===== src/rtl/qbuff_pkg.sv =====
// Shared types and constants for the qbuff capture buffer.
package qbuff_pkg;

  typedef enum logic [1:0] {
    IDLE  = 2'd0,
    ARMED = 2'd1,
    WRITE = 2'd2,
    DONE  = 2'd3
  } state_t;

  localparam logic CMP_GT = 1'b0;
  localparam logic CMP_LT = 1'b1;

endpackage


===== src/rtl/qbuff_dly.sv =====
// Shift-register delay line: q is d delayed by DLY clock cycles, all bits together.
module qbuff_dly #(
  parameter int DLY = 19,
  parameter int W   = 64
) (
  input  logic         aclk,
  input  logic         areset,
  input  logic [W-1:0] d,
  output logic [W-1:0] q
);

  logic [W-1:0] sr [DLY];

  always_ff @(posedge aclk or posedge areset) begin
    if (areset) begin
      for (int i = 0; i < DLY; i++) sr[i] <= '0;
    end else begin
      sr[0] <= d;
      for (int i = 1; i < DLY; i++) sr[i] <= sr[i-1];
    end
  end

  assign q = sr[DLY-1];

endmodule


===== src/rtl/qbuff.sv =====
// Qualified capture buffer: a threshold hit inside the trigger window writes NSAMP delayed words to RAM.
// Define QBUFF_ADDR_WRAP_EN to let the write address wrap instead of ending the capture at the top of memory.
module qbuff
  import qbuff_pkg::*;
#(
  parameter int DLY = 20,
  parameter int B   = 16,
  parameter int L   = 4,
  parameter int N   = 10
) (
  input  logic                aclk,
  input  logic                areset,
  input  logic [L*B-1:0]      din,
  input  logic                trigger,
  output logic                mem_we,
  output logic [N-1:0]        mem_addr,
  output logic [L*B-1:0]      mem_di,
  input  logic                COMP_MODE_REG,
  input  logic signed [B-1:0] COMP_THR_REG,
  input  logic                WMEM_START_REG,
  input  logic [N-1:0]        WMEM_ADDR_REG,
  input  logic [N-1:0]        WMEM_NSAMP_REG
);

  function automatic logic lane_hit(input logic [L*B-1:0] w, input logic mode,
                                    input logic signed [B-1:0] thr);
    logic signed [B-1:0] s;
    logic                hit;
    hit = 1'b0;
    for (int i = 0; i < L; i++) begin
      s = w[i*B +: B];
      if (mode == CMP_LT) hit = hit | (s < thr);
      else                hit = hit | (s > thr);
    end
    return hit;
  endfunction

  state_t                state, state_d;
  logic                  start_q, start_rise, load_cfg;
  logic                  hit_r, end_of_range;
  logic [N-1:0]          addr_r, addr_d, cnt_r, cnt_d;
  logic                  mode_sh;
  logic signed [B-1:0]   thr_sh;
  logic [N-1:0]          addr_sh, nsamp_sh;
  logic                  mode_eff;
  logic signed [B-1:0]   thr_eff;
  logic [L*B-1:0]        dly_q;

  // The mem_di register supplies the last delay stage, so the line itself is one shorter.
  qbuff_dly #(.DLY(DLY-1), .W(L*B)) u_dly (
    .aclk   (aclk),
    .areset (areset),
    .d      (din),
    .q      (dly_q)
  );

  // In IDLE the comparator follows the live registers so the cycle that arms already
  // compares with the values being latched; afterwards only the shadow copy counts.
  assign mode_eff   = (state == IDLE) ? COMP_MODE_REG : mode_sh;
  assign thr_eff    = (state == IDLE) ? COMP_THR_REG  : thr_sh;
  assign start_rise = WMEM_START_REG & ~start_q;

`ifdef QBUFF_ADDR_WRAP_EN
  assign end_of_range = 1'b0;
`else
  assign end_of_range = &addr_r;
`endif

  // ---- stage p0 -> p1: compare, delay-line tap, config shadows ----
  always_ff @(posedge aclk or posedge areset) begin
    if (areset) begin
      start_q  <= 1'b1;
      hit_r    <= 1'b0;
      mem_di   <= '0;
      addr_r   <= '0;
      cnt_r    <= '0;
      mode_sh  <= CMP_GT;
      thr_sh   <= '0;
      addr_sh  <= '0;
      nsamp_sh <= '0;
    end else begin
      start_q <= WMEM_START_REG;
      hit_r   <= trigger & lane_hit(din, mode_eff, thr_eff);
      mem_di  <= dly_q;
      addr_r  <= addr_d;
      cnt_r   <= cnt_d;
      if (load_cfg) begin
        mode_sh  <= COMP_MODE_REG;
        thr_sh   <= COMP_THR_REG;
        addr_sh  <= WMEM_ADDR_REG;
        nsamp_sh <= WMEM_NSAMP_REG;
      end
    end
  end

  always_ff @(posedge aclk or posedge areset) begin
    if (areset) state <= IDLE;
    else        state <= state_d;
  end

  always_comb begin
    state_d  = state;
    addr_d   = addr_r;
    cnt_d    = cnt_r;
    load_cfg = 1'b0;
    case (state)
      IDLE: begin
        if (start_rise) begin
          load_cfg = 1'b1;
          state_d  = ARMED;
        end
      end
      ARMED: begin
        if (!WMEM_START_REG) begin
          state_d = IDLE;
        end else if (hit_r) begin
          if (nsamp_sh == '0) begin
            state_d = DONE;
          end else begin
            state_d = WRITE;
            addr_d  = addr_sh;
            cnt_d   = nsamp_sh;
          end
        end
      end
      WRITE: begin
        if (!WMEM_START_REG) begin
          state_d = IDLE;
        end else begin
          addr_d = addr_r + 1'b1;
          cnt_d  = cnt_r - 1'b1;
          if (cnt_r == N'(1) || end_of_range) state_d = DONE;
        end
      end
      DONE: begin
        if (!WMEM_START_REG) state_d = IDLE;
      end
      default: state_d = IDLE;
    endcase
  end

  // ---- stage p1: memory write port ----
  assign mem_we   = (state == WRITE);
  assign mem_addr = addr_r;

endmodule


===== config.mk =====
export PLATFORM = sky130hd
export DESIGN_NAME = qbuff
export DESIGN_NICKNAME = d
export VERILOG_FILES = /design/src/rtl/qbuff_pkg.sv /design/src/rtl/qbuff_dly.sv /design/src/rtl/qbuff.sv
export SDC_FILE = /design/constraint.sdc
export NUM_CORES = 2
export LEC_CHECK = 0
export CAP_MARGIN = 20
export CORE_UTILIZATION = 55
export CTS_CLUSTER_SIZE = 30
export DETAILED_ROUTE_END_ITERATION = 7
export PLACE_DENSITY = 0.76
export SYNTH_ARGS = -nofsm -noshare
export SYNTH_HDL_FRONTEND = slang
export SYNTH_HIERARCHICAL = 1
export SYNTH_SLANG_ARGS = --single-unit

===== constraint.sdc =====
create_clock -name aclk -period 74.8 [get_ports aclk]
set_clock_uncertainty 0.15 [all_clocks]
set_input_delay 11.22 -clock aclk [delete_from_list [all_inputs] [get_ports aclk]]
set_output_delay 11.22 -clock aclk [all_outputs]
set_load 0.005 [all_outputs]

Yosys cells after proc, flatten, opt, wreduce, memory -nomap -nowiden
Cells that the tools add are included.
{"block": "word_totals", "ff_bits": 1341, "inputBits": 105, "out_inout_bits": 75, "wordCells": 93}
{"block": "classes", "add_sub_neg": 2, "magnitude_cmp": 8, "eq_ne": 12, "n_mux": 26, "bitwise": 9, "n_reduce_logical": 7}
{"operator": "$mux W10", "count": 8}
{"operator": "$gt A16 B16 Y1", "count": 4}
{"operator": "$lt A16 B16 Y1", "count": 4}
{"operator": "$pmux W10 S2", "count": 2}
{"operator": "$mux W16", "count": 1}
{"operator": "$mux W2", "count": 6}
{"operator": "$add A10 B1 Y10 const B", "count": 1}
{"operator": "$eq A10 B1 Y1 const B", "count": 1}
{"operator": "$logic_not A10 Y1", "count": 1}
{"operator": "$ne A2 B2 Y1 const B", "count": 5}
{"operator": "$reduce_and A10 Y1", "count": 1}
{"operator": "$sub A10 B1 Y10 const B", "count": 1}
{"operator": "$mux W1", "count": 8}
{"operator": "$pmux W2 S4", "count": 1}
{"operator": "$or A1 B1 Y1", "count": 6}
{"operator": "$reduce_and A5 Y1", "count": 1}
{"operator": "$eq A2 B2 Y1 const B", "count": 2}
{"operator": "$reduce_and A4 Y1", "count": 1}
{"operator": "$ne A3 B2 Y1 const B", "count": 1}
{"operator": "$ne A3 B3 Y1 const B", "count": 1}
{"operator": "$and A1 B1 Y1", "count": 2}
{"operator": "$eq A2 B1 Y1 const B", "count": 1}
{"operator": "$logic_not A2 Y1", "count": 1}
{"operator": "$ne A2 B1 Y1 const B", "count": 1}
{"operator": "other kinds (3)", "count": 3}

Logic depth before layout (Yosys ltp)
{"block": "logic_depth", "ltp_word": 11, "mapped_depth": 14, "mapped_depth_nobuf": 11}

Modules after synthesis
Netlist, hierarchy kept.
{"mod": "qbuff_dly", "n_inst": 1, "cells_per_inst": 1281, "area_each_um2": 30913.4, "seq_area_each_um2": 30429.2}
{"mod": "qbuff", "n_inst": 1, "cells_per_inst": 532, "area_each_um2": 6192.2, "seq_area_each_um2": 3129.3}

Worst setup path before layout
No wires, ideal clock.
{"block": "synth_timing", "kind": "input port to flip-flop", "start": "in COMP_THR_REG[15]", "end": "reg hit_r", "setup_ns": 0.139, "arrival_ns": 13.169, "required_ns": 74.511, "path_slack_ns": 61.342, "cell_stages": 9, "n_path_buf": 0, "path_cell_list": "mux2i_1 ha_1 nand4_1 or4_1 nor4_1 a211oi_1 mux2i_1 o41ai_1 a41oi_1"}
{"block": "synth_via", "elab_chain_cells": 10, "word_cells_on_any_way": 20, "cone_classes": "8 x order compare; 5 x mux; 7 x bitwise"}
{"item": "start: declaration", "line_no": "qbuff.sv:19", "source": "input logic signed [B-1:0] COMP_THR_REG,"}
{"item": "$mux W16 (*)", "line_no": "qbuff.sv:60", "source": "assign thr_eff = (state == IDLE) ? COMP_THR_REG : thr_sh;"}
{"item": "$gt A16 B16 Y1 / $lt A16 B16 Y1 (equally long branches)", "line_no": "qbuff.sv:33, qbuff.sv:32"}
{"item": "$mux W1", "line_no": "qbuff.sv:32", "source": "if (mode == CMP_LT) hit = hit | (s < thr);"}
{"item": "$or A1 B1 Y1, on equally long branches", "line_no": "qbuff.sv:33, qbuff.sv:32"}
{"item": "$mux W1", "line_no": "qbuff.sv:32"}
{"item": "$or A1 B1 Y1, on equally long branches", "line_no": "qbuff.sv:33, qbuff.sv:32"}
{"item": "$mux W1", "line_no": "qbuff.sv:32"}
{"item": "$or A1 B1 Y1, on equally long branches", "line_no": "qbuff.sv:33, qbuff.sv:32"}
{"item": "$mux W1 (*)", "line_no": "qbuff.sv:32"}
{"item": "$and A1 B1 Y1 (*)", "line_no": "qbuff.sv:83", "source": "hit_r <= trigger & lane_hit(din, mode_eff, thr_eff);"}
{"item": "end signal: assignment", "line_no": "qbuff.sv:83"}
{"item": "end: declaration", "line_no": "qbuff.sv:40", "source": "logic hit_r, end_of_range;"}
Every way passes the cells marked *; elsewhere a longest branch is shown, timed or not.
A chain may end at the register's enable or synchronous reset.

==> flow_summary_export.csv <==
group,metric,value,unit
finish,layout_common_cells,"dfrtp_1 (1340), clkdlybuf4s50_1 (179), clkbuf_16 (117)",
detailed_routing,dr_total_vias,14877,
timing,fin_crit,14430,ps
status,status,"finished, final reports clean",
placed_design,gp_congestion,0.851,
setup_path,crit_required,75340,ps
detailed_routing,detail-route-antenna-nets,0,
grt,track_usage,21.7,%
synthesis,postSynthAreaPerCell,20.5,µm²
floorplanning,ios,180,
finish,layout_commonest_cell,"dfrtp_1",
clocking,post_cts_buffers,0,
timing,tightestPinTransition,1090,ps
setup_path,rrSetupSlack,70810,ps
grt,gr-total-overflow,0,
grt,grt_pass1_wl,107000,µm
pwr,powerDensity,36.0,mW/mm²
timing,slew_headroom,27.0,%
detailed_routing,wl,72800,µm
floorplanning,coreArea,0.0662,mm²
setup_path,start_kind,"input pin",
flow_run,drv_cap,0,
clocking,cts_hold_buf,0,
pwr,ir_worst_vdd,0.0217,mV
synthesis,synth_cell_types,55,
synthesis,ys_seq_area_share,90.4,%
finish,num_antenna_cells,0,
clocking,clk_pin_slew,80,ps
finish,final_cell_area,0.0437,mm²
synthesis,syn_area,0.0371,mm²
clocking,cts_max_path_buffers,3,
synthesis,ys_warn_count,6,
clocking,cts_tree,"built",
floorplanning,dieArea,0.0685,mm²
grt,grt_pass1_vias,17399,
timing,setup_violations,0,
clocking,cts_inserted_buffers,116,
floorplanning,start_util,56.0,%
synthesis,synth_nets,1981,
synthesis,synth-edff-count,0,
synthesis,synthArstFlopShare,100,%
min_path,min_path_type,"reg2reg",
synthesis,yosys_most_used_dff,"dfrtp_1",
clocking,clock_latency,680,ps
detailed_routing,via_per_inst,4.95,
synthesis,synth_cells,1813,
clocking,clkSinkCount,1341,
finish,nets,2219,
detailed_routing,wl_per_cell,24.2,µm
timing,fin_crit_sh,19.3,%
timing,rsz0062_at_grt,"false",
pwr,p_leak,19.8,nW
setup_path,cp.arrival,14970,ps
grt,grt_antenna_before_repair,3,
clocking,ctsRootBufferMaster,"clkbuf_16",
finish,syn_to_final_growth,17.6,%
detailed_routing,drc,0,
floorplanning,fp-row-count,94,
setup_path,critical_path_class,"in2async",
placed_design,placed_area,0.0396,mm²
clocking,cts_resized,0,
setup_path,worst-path-max-fanout,205,
floorplanning,die_w,262,µm
floorplanning,dieHeight,262,µm
timing,hold_viol,0,
setup_path,crit_path_end_kind,"asynchronous set/reset pin",
placed_design,hpwlAfterDp,36900,µm
grt,grt_max_degree,220,
clocking,cts_max_level,3,
timing,fmax,69.3,MHz
finish,layout-drive-gt1-share,12.2,%
detailed_routing,drtPass1Iterations,5,
synthesis,ys_ff_latch,1341,
placed_design,port_buffers,179,
detailed_routing,drtIter0Drc,964,
timing,slew_violations,0,
timing,tns,0,ps
## per-stage QoR
stage                     setup slack (ps)  std cells  total power [mW]  util (%)  hold slack, ps
after global placement               59470       2791             0.946      59.8             181
after detailed placement             59230       2791             0.959      59.8             185
final                                60370       3004              1.57      65.9             186
after floorplan                      29170       1813             0.908         -             181
after global routing                 59760       3004              1.63      65.9             192
after CTS                            59890       2998              1.58      65.7             184
## flip-flops by register name (all words and copies together) (netlist names)
signal and flops:
u_dly/sr 1152, addr_sh 10, thr_sh 16, mem_di 64
mode_sh 1, mem_addr 10, start_q 1, cnt_r 10
hit_r 1, nsamp_sh 10, u_dly/q 64, state 2
## cell usage after synthesis, types with 7 or more instances
cell type	instances	share of area [%]
dfrtp_1	1340	90
clkbuf_1	14	0.14
o22ai_1	8	0.13
mux2i_1	20	0.54
inv_1	25	0.25
xnor2_1	8	0.19
nor2_1	12	0.12
nand3_1	20	0.27
o21ai_0	32	0.43
nand2b_1	7	0.12
mux2_2	40	1.2
buf_4	64	1.3
nand2_1	31	0.31
a21oi_1	43	0.58
ha_1	63	2.1
## layer usage
metal	GRT usage (%)	wire length (µm)	vias to the layer above
li1	-	-	6335
met1	26.2	27400	8057
met2	40.1	41000	374
met3	2.95	2510	111
met4	7.32	1870	0
met5	0	0	-
## path summary, 6_finish.rpt
path | start | to | depth (start not counted)
hold reg to reg | u_dly/sr[573] | u_dly/sr[509] | 0
max in group aclk | COMP_THR_REG[13] | hit_r | 10
setup / recovery | areset | u_dly/sr[318] | 6
setup reg to reg | state[1] | hit_r | 12
hold / removal | u_dly/sr[573] | u_dly/sr[509] | 0
min in group asynchronous | areset | mem_di[2] | 2
## power breakdown
part	internal [mW]	total [mW]	switching (mW)
clock network	0.342	0.618	0.276
registers	0.777	0.807	0.0297
logic	0.0628	0.145	0.0822
## kinds of logic after synthesis
group	Yosys count	share of synthesized area, %
compound gates	126	2.11
xor+xnor	8	0.189
fa+ha+maj	66	2.21
buf+inv	104	1.72
flops	1341	90.4
mux	61	1.81
simple gates	107	1.51
## critical path, cell delays in order
cell and delay (ps):
clkdlybuf4s50_1 560, inv_8 650, buf_12 770, buf_4 410, buf_16 350, buf_4 740
## layout make-up
cell class,instances,area [µm²]
tap,864,1080
timing repair buffer,199,2080
fill,3920,22600
inverter,25,106
clock buffer,167,3440
clock inverter,40,484
multi-input combinational,368,2910
sequential,1341,33600
Power figures use the tool's default switching activity.
